## src/rtl/dir_pkg.sv

```systemverilog
// -----------------------------------------------------------------------------
// dir_pkg
//   Shared definitions for the direction channel blocks: direction code width,
//   encoder state type, Manchester constants and small elaboration helpers.
//   Imported by dir_encoder and anything else that talks direction codes.
// -----------------------------------------------------------------------------
package dir_pkg;

  localparam int DIR_W        = 3;
  localparam int MANCH_HALVES = 2;

  typedef enum logic [1:0] {
    ST_IDLE,
    ST_PRE,
    ST_SYM,
    ST_GAP
  } enc_state_t;

  // Manchester line level for one half of a bit: a 1 is sent high-then-low,
  // a 0 low-then-high, so the level is just the bit flipped on the second half.
  function automatic logic manch_high(input logic bit_val, input logic second_half);
    return bit_val ^ second_half;
  endfunction

  // Largest of three non-negative counts, used to size a shared sample counter.
  function automatic int max3(input int a, input int b, input int c);
    int m;
    m = a;
    if (b > m) m = b;
    if (c > m) m = c;
    return m;
  endfunction

endpackage

```

## src/rtl/sample_strobe_gen.sv

```systemverilog
// -----------------------------------------------------------------------------
// sample_strobe_gen
//   Free-running clock divider that marks every CLK_DIV-th cycle. A synchronous
//   clear restarts the count so a consumer can align its sample grid to an
//   event (e.g. a handshake); the tick then fires CLK_DIV cycles after the clear.
//
// Ports
//   i_clk   in   rising-edge clock
//   i_rst   in   asynchronous active-low reset
//   i_clr   in   synchronous restart of the divider
//   o_tick  out  high during the last cycle of each CLK_DIV period
// -----------------------------------------------------------------------------
module sample_strobe_gen #(
  parameter int CLK_DIV = 4
) (
  input  logic i_clk,
  input  logic i_rst,
  input  logic i_clr,
  output logic o_tick
);

  localparam int                DIV_W    = (CLK_DIV > 1) ? $clog2(CLK_DIV) : 1;
  localparam logic [DIV_W-1:0]  DIV_LAST = DIV_W'(CLK_DIV - 1);

  logic [DIV_W-1:0] div_cnt;

  // The divider counts 0..CLK_DIV-1 and wraps. A clear forces it back to zero
  // so the next tick lands exactly CLK_DIV cycles later. With CLK_DIV=1 the
  // count is pinned at zero and the tick is permanently high.
  always_ff @(posedge i_clk or negedge i_rst) begin
    if (!i_rst) begin
      div_cnt <= '0;
    end else if (i_clr || (div_cnt == DIV_LAST)) begin
      div_cnt <= '0;
    end else begin
      div_cnt <= div_cnt + DIV_W'(1);
    end
  end

  // The tick is decoded straight from the count so the consumer can register
  // its sample on the edge that closes the period.
  assign o_tick = (div_cnt == DIV_LAST);

endmodule

```

## src/rtl/dir_encoder.sv

```systemverilog
// -----------------------------------------------------------------------------
// dir_encoder
//   Transmit side of the direction channel. Takes a 3-bit direction code on a
//   valid/ready handshake and plays it out as a framed stream of signed 8-bit
//   samples: PRE_LEN x -AMP preamble, three Manchester bits MSB first (SPS
//   samples per half-bit), then GAP_LEN zero samples. Each sample is marked by
//   a one-cycle o_enb strobe; strobes are CLK_DIV cycles apart.
//
// Ports
//   i_clk    in   rising-edge clock
//   i_rst    in   asynchronous active-low reset
//   i_dir    in   direction code, captured on accept
//   i_valid  in   i_dir is valid
//   o_ready  out  encoder idle and able to accept a code (registered)
//   o_data   out  signed sample, held between strobes, 0 when idle
//   o_enb    out  one-cycle strobe, o_data is a new sample
//   o_busy   out  frame in progress
// -----------------------------------------------------------------------------
module dir_encoder
  import dir_pkg::*;
#(
  parameter int CLK_DIV = 4,
  parameter int PRE_LEN = 4,
  parameter int SPS     = 2,
  parameter int AMP     = 64,
  parameter int GAP_LEN = 2
) (
  input  logic                    i_clk,
  input  logic                    i_rst,
  input  logic [DIR_W-1:0]        i_dir,
  input  logic                    i_valid,
  output logic                    o_ready,
  output logic signed [7:0]       o_data,
  output logic                    o_enb,
  output logic                    o_busy
);

  // One counter is shared by the preamble, each half-bit and the gap, so it is
  // sized for the longest of the three.
  localparam int CNT_MAX = max3(PRE_LEN, SPS, GAP_LEN);
  localparam int CNT_W   = (CNT_MAX > 0) ? $clog2(CNT_MAX + 1) : 1;
  localparam int BIT_W   = (DIR_W > 1) ? $clog2(DIR_W) : 1;

  localparam logic signed [7:0] POS_AMP  = 8'(AMP);
  localparam logic signed [7:0] NEG_AMP  = 8'(-AMP);

  localparam logic [CNT_W-1:0]  PRE_LAST = CNT_W'(PRE_LEN);
  localparam logic [CNT_W-1:0]  SPS_LAST = CNT_W'(SPS);
  localparam logic [CNT_W-1:0]  GAP_LAST = CNT_W'(GAP_LEN);
  localparam logic [CNT_W-1:0]  CNT_ONE  = CNT_W'(1);
  localparam logic [BIT_W-1:0]  BIT_MSB  = BIT_W'(DIR_W - 1);
  localparam logic [BIT_W-1:0]  BIT_ONE  = BIT_W'(1);
  localparam logic              HALF_LAST = 1'(MANCH_HALVES - 1);

  enc_state_t        state;
  logic [DIR_W-1:0]  dir_q;
  logic [CNT_W-1:0]  samp_cnt;
  logic [BIT_W-1:0]  bit_idx;
  logic              half;
  logic              accept;
  logic              tick;
  logic              sym_last;

  function automatic logic signed [7:0] level(input logic high);
    return high ? POS_AMP : NEG_AMP;
  endfunction

  // A transfer happens whenever the source offers a code while we are idle.
  // o_ready is registered, so this is a pure AND of two flop-level signals.
  assign accept = i_valid & o_ready;

  // The last Manchester sample has been sent once we are on the final half of
  // bit 0 and that half has all of its SPS samples out.
  assign sym_last = (bit_idx == '0) && (half == HALF_LAST) && (samp_cnt == SPS_LAST);

  // The divider is restarted on accept so the sample grid is anchored to the
  // handshake: the first sample goes out on the accept edge itself and every
  // later one on a tick, CLK_DIV cycles apart.
  sample_strobe_gen #(
    .CLK_DIV (CLK_DIV)
  ) u_strobe (
    .i_clk  (i_clk),
    .i_rst  (i_rst),
    .i_clr  (accept),
    .o_tick (tick)
  );

  // Frame sequencer. samp_cnt counts samples already emitted in the current
  // section (preamble, half-bit or gap). Each tick emits the next sample and
  // advances the position; leaving the final section does not wait for a
  // tick, so the encoder is idle again in the cycle after the last strobe and
  // a waiting source can start the next frame immediately.
  always_ff @(posedge i_clk or negedge i_rst) begin
    if (!i_rst) begin
      state    <= ST_IDLE;
      dir_q    <= '0;
      samp_cnt <= '0;
      bit_idx  <= '0;
      half     <= 1'b0;
      o_data   <= '0;
      o_enb    <= 1'b0;
      o_busy   <= 1'b0;
      o_ready  <= 1'b1;
    end else begin
      o_enb <= 1'b0;
      unique case (state)
        ST_IDLE: begin
          o_data <= '0;
          if (accept) begin
            dir_q    <= i_dir;
            state    <= ST_PRE;
            samp_cnt <= CNT_ONE;
            o_data   <= NEG_AMP;
            o_enb    <= 1'b1;
            o_busy   <= 1'b1;
            o_ready  <= 1'b0;
          end
        end

        ST_PRE: begin
          if (tick) begin
            o_enb <= 1'b1;
            if (samp_cnt == PRE_LAST) begin
              state    <= ST_SYM;
              bit_idx  <= BIT_MSB;
              half     <= 1'b0;
              samp_cnt <= CNT_ONE;
              o_data   <= level(manch_high(dir_q[BIT_MSB], 1'b0));
            end else begin
              samp_cnt <= samp_cnt + CNT_ONE;
              o_data   <= NEG_AMP;
            end
          end
        end

        ST_SYM: begin
          if (sym_last) begin
            if (GAP_LEN == 0) begin
              state    <= ST_IDLE;
              samp_cnt <= '0;
              o_data   <= '0;
              o_busy   <= 1'b0;
              o_ready  <= 1'b1;
            end else if (tick) begin
              state    <= ST_GAP;
              samp_cnt <= CNT_ONE;
              o_data   <= '0;
              o_enb    <= 1'b1;
            end
          end else if (tick) begin
            o_enb <= 1'b1;
            if (samp_cnt != SPS_LAST) begin
              samp_cnt <= samp_cnt + CNT_ONE;
              o_data   <= level(manch_high(dir_q[bit_idx], half));
            end else if (half != HALF_LAST) begin
              half     <= HALF_LAST;
              samp_cnt <= CNT_ONE;
              o_data   <= level(manch_high(dir_q[bit_idx], HALF_LAST));
            end else begin
              bit_idx  <= bit_idx - BIT_ONE;
              half     <= 1'b0;
              samp_cnt <= CNT_ONE;
              o_data   <= level(manch_high(dir_q[bit_idx - BIT_ONE], 1'b0));
            end
          end
        end

        ST_GAP: begin
          if (samp_cnt == GAP_LAST) begin
            state    <= ST_IDLE;
            samp_cnt <= '0;
            o_data   <= '0;
            o_busy   <= 1'b0;
            o_ready  <= 1'b1;
          end else if (tick) begin
            samp_cnt <= samp_cnt + CNT_ONE;
            o_data   <= '0;
            o_enb    <= 1'b1;
          end
        end
      endcase
    end
  end

endmodule

```

## config.mk

```make
export PLATFORM = sky130hd
export DESIGN_NAME = dir_encoder
export DESIGN_NICKNAME = d
export VERILOG_FILES = /design/src/rtl/dir_pkg.sv /design/src/rtl/sample_strobe_gen.sv /design/src/rtl/dir_encoder.sv
export SDC_FILE = /design/constraint.sdc
export NUM_CORES = 1
export LEC_CHECK = 0
export ABC_CLOCK_PERIOD_IN_PS = 4600
export CAP_MARGIN = 0
export CELL_PAD_IN_SITES_DETAIL_PLACEMENT = 0
export CELL_PAD_IN_SITES_GLOBAL_PLACEMENT = 2
export CORE_ASPECT_RATIO = 0.75
export CORE_UTILIZATION = 39
export CTS_BUF_LIST = sky130_fd_sc_hd__clkbuf_2
export DETAILED_ROUTE_END_ITERATION = 16
export PLACE_DENSITY_LB_ADDON = 0.1
export SLEW_MARGIN = 10
export SYNTH_ARGS = -nofsm -noshare
export SYNTH_HDL_FRONTEND = slang
export SYNTH_SLANG_ARGS = --single-unit
```

## constraint.sdc

```tcl
create_clock -name i_clk -period 4.6 [get_ports i_clk]
set_input_delay 0.46 -clock i_clk [delete_from_list [all_inputs] [get_ports i_clk]]
set_output_delay 0.46 -clock i_clk [all_outputs]
set_load 0.005 [all_outputs]
```

# After elaboration in Yosys (flattened, before gate mapping)
# Index checks and enable logic that the tools add are counted.
# Widths: inputs -> output; s select.
[classes]
add_sub_neg = 3
order_cmp = 2
n_eq_ne = 18
mux = 58
bitwise = 2
n_reduce_logical = 15
[ops]
columns = ["op", "count"]
rows = [
  ["$mux 8", 13],
  ["$pmux 8 s4", 1],
  ["$mux 3", 9],
  ["$mux 2", 11],
  ["$ne 2x2->1 const B", 8],
  ["$mux 1", 15],
  ["$pmux 3 s4", 1],
  ["$reduce_and 6->1", 2],
  ["$pmux 2 s4", 1],
  ["$reduce_and 7->1", 1],
  ["$eq 2x2->1 const B", 3],
  ["$lt 2x3->1 const B", 2],
  ["$ne 3x3->1 const B", 2],
  ["$pmux 1 s2", 3],
  ["$bmux 1 s2", 2],
  ["$logic_not 2->1", 2],
  ["$pmux 2 s2", 1],
  ["$reduce_and 2->1", 2],
  ["$reduce_and 4->1", 1],
  ["$reduce_bool 2->1", 2],
  ["$add 3x1->3 const B", 1],
  ["$eq 3x2->1 const B", 1],
  ["$eq 3x3->1 const B", 1],
  ["$ne 3x2->1 const B", 1],
  ["11 further kinds", 12],
]
[totals]
ff_bits = 24
inputBits = 6
output_inout_bits = 11
wordCells = 108

# Depth between registers and ports, before layout
[depth]
depth_word = 9
depth_mapped = 8
mapped_depth_nobuf = 7

# Hierarchy
# Synthesis repeated with hierarchy kept, for this count alone.
[hier_totals]
cells_unflattened = 138
hier_area_um2 = 1396.3
[by_module_without_submodules]
columns = ["mod", "instances", "cells_each", "area_per_inst_um2", "seq_area_each_um2"]
rows = [
  ["dir_encoder", 1, 133, 1311.3, 551.8],
  ["sample_strobe_gen", 1, 5, 85.1, 50.0],
]

# Least setup slack after synthesis
# Ideal clock, no wire load.
[synth_path]
path_kind = "register to register"
startpoint = "register state[0]"
endpoint = "register state[1]"
setup_ps = 125
t_arrival_ps = 1618
t_required_ps = 4475
setup_slack_ps = 2857
path_stages_with_launch = 9
path_buffers = 1
synth_period_minus_slack_ps = 1743
path_cell_list = "dfrtp_1 > inv_1 > ha_1 > clkbuf_8 > nor2_1 > a21o_1 > nand3_2 > nor2_1 > mux2_4"
[synth_between]
elab_chain_cells = 3
elab_cells_between_ends = 12
cone_classes = "9 x eq/ne; 1 x mux; 2 x reduce/logical"
[synth_rtl]
columns = ["item", "line", "source"]
rows = [
  ["from (decl)", "dir_encoder.sv:55", "enc_state_t state;"],
  ["from (signal assigned)", "dir_encoder.sv:95", "state <= ST_IDLE;"],
  ["from (signal assigned)", "dir_encoder.sv:111", "state <= ST_PRE;"],
  ["from (signal assigned)", "dir_encoder.sv:124", "state <= ST_SYM;"],
  ["$eq 2x1->1, or another cell as far along", "dir_encoder.sv:106", "unique case (state)"],
  ["$ne 2x2->1 (no source line) or $ne 2x1->1 (tied branches)", "-", ""],
  ["$reduce_and 6->1 (no source line)", "-", ""],
]
# Parallel ways exist; a longest one is shown, timed or not.
# A chain may end at the register's enable or synchronous reset.

# Worst setup path in the final report
[layout_path]
startpoint = "register state[0]"
endpoint = "register o_data[2]"
[layout_between]
elab_chain_cells = 3
elab_cells_between_ends = 8
cone_classes = "5 x eq/ne; 1 x mux; 2 x reduce/logical"
[layout_rtl]
columns = ["item", "line", "source"]
rows = [
  ["$eq 2x2->1 or $eq 2x1->1 (tied branches)", "dir_encoder.sv:106", ""],
  ["$ne 3x3->1 (no source line) or $ne 2x2->1 (tied branches)", "-", ""],
  ["$reduce_and 2->1 (no source line)", "-", ""],
  ["to (signal assigned)", "dir_encoder.sv:128", "o_data <= level(manch_high(dir_q[BIT_MSB], 1'b0));"],
  ["to (signal assigned)", "dir_encoder.sv:154", "o_data <= level(manch_high(dir_q[bit_idx], half));"],
  ["to (signal assigned)", "dir_encoder.sv:158", "o_data <= level(manch_high(dir_q[bit_idx], HALF_LAST));"],
  ["to (decl)", "dir_encoder.sv:33", "output logic signed [7:0] o_data,"],
]
# Parallel ways exist; a longest one is shown, timed or not.

==> report_table.html <==
<table>
<tr><th>Metric</th><th>Value</th></tr>
<tr><th colspan="2">Setup path</th></tr>
<tr><td>Library cell appearing most often on the critical path</td><td>sky130_fd_sc_hd__inv_1</td></tr>
<tr><td>Start-to-end type of the worst setup path</td><td>flop to flop</td></tr>
<tr><td>Kind of end point of the critical path</td><td>flop</td></tr>
<tr><td>Ordered list of cells on the worst path</td><td>inv_1 -&gt; ha_1 -&gt; inv_1 -&gt; a31oi_4 -&gt; o22ai_2 -&gt; a21oi_2 -&gt; and2_1</td></tr>
<tr><td>Worst Path Required</td><td>4.90 ns</td></tr>
<tr><td>Maximum cell stage delay along the critical path</td><td>0.47 ns</td></tr>
<tr><td>Largest delay share family, worst path</td><td>compound AO/OA/AOI/OAI gates</td></tr>
<tr><td>Buffering stage count on the worst path with inverters included</td><td>2</td></tr>
<tr><td>Maximum fanout along the worst path</td><td>10</td></tr>
<tr><td>Critical path arrival</td><td>2.41 ns</td></tr>
<tr><td>Startpoint kind of the worst setup timing path</td><td>flop</td></tr>
<tr><td>Worst-path cell with the longest stage delay</td><td>sky130_fd_sc_hd__dfrtp_1</td></tr>
<tr><th colspan="2">Drt</th></tr>
<tr><td>Topmost layer with routed signal wires</td><td>met4</td></tr>
<tr><td>ANT nets after route</td><td>0</td></tr>
<tr><td>Post-detailed-route DRC marker count</td><td>0</td></tr>
<tr><td>Routed length on met1</td><td>1.586 mm</td></tr>
<tr><td>Total vias in the final route</td><td>1103</td></tr>
<tr><td>DR WL met2</td><td>1.385 mm</td></tr>
<tr><td>WL final</td><td>3.148 mm</td></tr>
<tr><td>Number of iterations in the first detailed-routing pass</td><td>4</td></tr>
<tr><td>Iteration-0 DRC Markers</td><td>76</td></tr>
<tr><td>Average wire length per cell after detail routing</td><td>15.13 um</td></tr>
<tr><td>Met3 routed wirelength</td><td>168 um</td></tr>
<tr><td>Number of vias per cell</td><td>5.303</td></tr>
<tr><th colspan="2">Synthesis</th></tr>
<tr><td>Top FF cell, synth</td><td>sky130_fd_sc_hd__dfrtp_1</td></tr>
<tr><td>Post-Syn Nets</td><td>161</td></tr>
<tr><td>Library cell with the largest summed area after synthesis</td><td>sky130_fd_sc_hd__dfrtp_1</td></tr>
<tr><td>Sequential cell area fraction in the yosys report</td><td>41.86%</td></tr>
<tr><td>Cell with the most instances after synthesis</td><td>sky130_fd_sc_hd__dfrtp_1</td></tr>
<tr><td>Number of cells produced by synthesis</td><td>144</td></tr>
<tr><td>Most area-consuming cells after synthesis</td><td>sky130_fd_sc_hd__dfrtp_1 40%, sky130_fd_sc_hd__ha_1 9.6%, sky130_fd_sc_hd__a21oi_1 4.5%</td></tr>
<tr><td>Top cells by count, synth</td><td>23 x sky130_fd_sc_hd__dfrtp_1, 14 x sky130_fd_sc_hd__inv_1, 13 x sky130_fd_sc_hd__a21oi_1</td></tr>
<tr><td>Ys async rst share</td><td>100.0%</td></tr>
<tr><td>Number of flip-flops and latches in the synthesized netlist</td><td>24</td></tr>
<tr><td>Netlist area before placement</td><td>1438 um2</td></tr>
<tr><td>Number of warnings printed during yosys synthesis</td><td>0</td></tr>
<tr><td>Post-synthesis cell type count</td><td>43</td></tr>
<tr><td>Number of enable flip-flop cells after synthesis</td><td>0</td></tr>
<tr><td>Share of the synthesized area in the top cell type</td><td>40.03%</td></tr>
<tr><td>Synth Area per Inst</td><td>9.984 um2</td></tr>
<tr><th colspan="2">Clocking</th></tr>
<tr><td># H-tree levels</td><td>1</td></tr>
<tr><td>TritonCTS clock tree</td><td>done</td></tr>
<tr><td>Total setup buffers inserted after CTS</td><td>0</td></tr>
<tr><td>Hold buffer count at CTS</td><td>0</td></tr>
<tr><td>Reg clk slew, reported paths</td><td>0.23 ns</td></tr>
<tr><td>Clk Tree Root Cell</td><td>sky130_fd_sc_hd__clkbuf_2</td></tr>
<tr><td>Clk_lat worst skew</td><td>0.34 ns</td></tr>
<tr><td>Num CTS Buffers</td><td>3</td></tr>
<tr><td>Worst-case clock buffer depth</td><td>2</td></tr>
<tr><td>Clock sinks</td><td>24</td></tr>
<tr><td>Count of cells resized by post-cts repair</td><td>0</td></tr>
<tr><th colspan="2">GRT</th></tr>
<tr><td>Vias in the first global route</td><td>1069</td></tr>
<tr><td>First-pass GRT wire length</td><td>5.319 mm</td></tr>
<tr><td>Pin count of the biggest net entering global routing</td><td>25</td></tr>
<tr><td>All-Layer GR Usage</td><td>18.12%</td></tr>
<tr><td>Antenna violations before repair</td><td>0</td></tr>
<tr><td>GR Overflow Total</td><td>0</td></tr>
<tr><th colspan="2">Final layout</th></tr>
<tr><td>Layout overhead on the synthesized area</td><td>13.32%</td></tr>
<tr><td>Final antenna diode count</td><td>0</td></tr>
<tr><td>Fin nets</td><td>176</td></tr>
<tr><td>Final cell count without fillers</td><td>208</td></tr>
<tr><td>Fraction of final layout cells sized beyond drive strength 1</td><td>10.76%</td></tr>
<tr><td>Fill cells</td><td>325</td></tr>
<tr><th colspan="2">STA</th></tr>
<tr><td>Pin slew with the least headroom to its limit</td><td>1.080 ns</td></tr>
<tr><td>Unrepaired setup endpoints after global routing</td><td>no</td></tr>
<tr><td>Final hold violations</td><td>0</td></tr>
<tr><td>Max Transition Viols Final</td><td>0</td></tr>
<tr><td>Max-slew headroom</td><td>27.79%</td></tr>
<tr><td>Period utilisation layout</td><td>45.96%</td></tr>
<tr><td>Aggregate negative setup slack</td><td>0 ns</td></tr>
<tr><td>Time the worst path needs with I/O delays and setup</td><td>2.114 ns</td></tr>
<tr><td>Worst-case clock skew</td><td>0.004858 ns</td></tr>
<tr><td>Final setup violating endpoints</td><td>0</td></tr>
<tr><td>Upper clock frequency limit</td><td>0.4730 GHz</td></tr>
<tr><th colspan="2">Floorplan</th></tr>
<tr><td>Die height</td><td>54.58 um</td></tr>
<tr><td>Number of cell rows</td><td>18</td></tr>
<tr><td>Ports placed on the boundary</td><td>17</td></tr>
<tr><td>Die W</td><td>72.11 um</td></tr>
<tr><td>Initial core utilization</td><td>42.27%</td></tr>
<tr><td>Die Outline Area</td><td>3935 um2</td></tr>
<tr><td>Core box area</td><td>3401 um2</td></tr>
<tr><th colspan="2">Flow run</th></tr>
<tr><td>Max Cap Violations</td><td>0</td></tr>
<tr><th colspan="2">Place</th></tr>
<tr><td>Final RePlAce weighted congestion</td><td>0.8197</td></tr>
<tr><td>Placed Cells</td><td>204</td></tr>
<tr><td>HPWL Detailed</td><td>2.372 mm</td></tr>
<tr><td>Buffers on Ports</td><td>16</td></tr>
<tr><th colspan="2">Min path</th></tr>
<tr><td>Path category of the worst min-delay check</td><td>flop to flop</td></tr>
<tr><th colspan="2">Pwr</th></tr>
<tr><td>Static Leak</td><td>0.6996 nW</td></tr>
<tr><td>Power per cell area</td><td>186.1 nW/um2</td></tr>
<tr><td>Maximum VDD drop</td><td>0.09250 mV</td></tr>
<tr><th colspan="2">Run status</th></tr>
<tr><td>Result of the run</td><td>complete, no violations</td></tr>
</table>
## area by class of cell
type	count	area (um2)	share of cell area (%)
multi-input cells	99	729.5	44.78
flip-flops and latches	24	601.8	36.94
repair buffers	16	160.2	9.831
well taps	50	62.56	3.840
inverters	15	56.30	3.456
clock buffers	3	15.01	0.9217
clock inverters	1	3.754	0.2304
## power by group
part	switching (mW)	internal [mW]	total (mW)
Sequential	0	0.211	0.211
Clock	0.0639	0.0189	0.0828
Combinational	0.00513	0.00380	0.00894
Total	0.0690	0.234	0.303
## state kept, by name (all words and copies together), names as in the netlist
signal and flops:
o_busy 1, o_data 8, samp_cnt 3, bit_idx 2, u_strobe.div_cnt 2, half 1, o_ready 1, o_enb 1
dir_q 3, state 2
## cell usage in the layout, fill, tap and decap left out, types with 2 or more instances in the layout
| master | count |
|---|---|
| sky130_fd_sc_hd__inv_1 | 14 |
| sky130_fd_sc_hd__clkbuf_2 | 3 |
| sky130_fd_sc_hd__mux2_2 | 3 |
| sky130_fd_sc_hd__mux2i_1 | 4 |
| sky130_fd_sc_hd__a21oi_1 | 13 |
| sky130_fd_sc_hd__dfrtp_1 | 23 |
| sky130_fd_sc_hd__o32ai_1 | 3 |
| sky130_fd_sc_hd__ha_1 | 11 |
| sky130_fd_sc_hd__nand3_1 | 5 |
| sky130_fd_sc_hd__nand2_1 | 10 |
| sky130_fd_sc_hd__o21ai_0 | 5 |
| sky130_fd_sc_hd__clkdlybuf4s50_1 | 16 |
| sky130_fd_sc_hd__nor3_1 | 2 |
| sky130_fd_sc_hd__and2_1 | 6 |
| sky130_fd_sc_hd__a31oi_1 | 4 |
| sky130_fd_sc_hd__o22ai_1 | 3 |
| sky130_fd_sc_hd__nor2_1 | 8 |
## per-stage QoR
stage	cell area (um2)	setup slack [ns]	util (%)	hold WS [ns]	power, mW
6_report	1629	2.486	47.90	0.4606	0.3032
5_1_grt	1629	2.335	47.90	0.5016	0.3171
4_1_cts	1629	2.500	47.90	0.4621	0.3063
3_5_place_dp	1610	2.549	47.35	0.4391	0.2244
3_3_place_gp	1610	2.621	47.35	0.4326	0.2242
2_1_floorplan	1438	2.857	-	0.1644	0.2153
## path summary, 6_finish.rpt
kind / slack, ns / startpoint / to / cells past startpoint
min reg2reg: 0.46 / u_strobe.div_cnt[0]$_DFF_PN0_ / u_strobe.div_cnt[0]$_DFF_PN0_ / 1
min: 0.46 / u_strobe.div_cnt[0]$_DFF_PN0_ / u_strobe.div_cnt[0]$_DFF_PN0_ / 1
max reg2reg: 2.49 / state[0]$_DFFE_PN0P_ / o_data[2]$_DFFE_PN0P_ / 7
max in group asynchronous: 3.30 / i_rst / o_data[3]$_DFFE_PN0P_ / 1
max: 2.49 / state[0]$_DFFE_PN0P_ / o_data[2]$_DFFE_PN0P_ / 7
min in group asynchronous: 0.66 / i_rst / samp_cnt[1]$_DFFE_PN0P_ / 1
## cells by family after synthesis
| family | count (synthesis) | share of synthesized area [%] |
|---|---|---|
| muxes | 8 | 6.179 |
| and+or+nand+nor | 40 | 15.58 |
| buffers and inverters | 21 | 7.397 |
| AOI/OAI and AO/OA | 40 | 19.41 |
| DFF | 24 | 41.86 |
| adders and majority gates | 11 | 9.573 |
## layer usage
layer	track usage [%]	up-vias
met1	26.26	533
li1	-	536
met2	27.73	32
met4	2.288	0
met5	0	-
met3	4.972	2
## worst reg2reg max path, cell delays in order, from the launching register on
cell and delay [ns]:
sky130_fd_sc_hd__dfrtp_1 0.47, sky130_fd_sc_hd__inv_1 0.10, sky130_fd_sc_hd__ha_1 0.43, sky130_fd_sc_hd__inv_1 0.23, sky130_fd_sc_hd__a31oi_4 0.28, sky130_fd_sc_hd__o22ai_2 0.13
sky130_fd_sc_hd__a21oi_2 0.25, sky130_fd_sc_hd__and2_1 0.18
No activity file was read; power rests on OpenSTA's default activity.
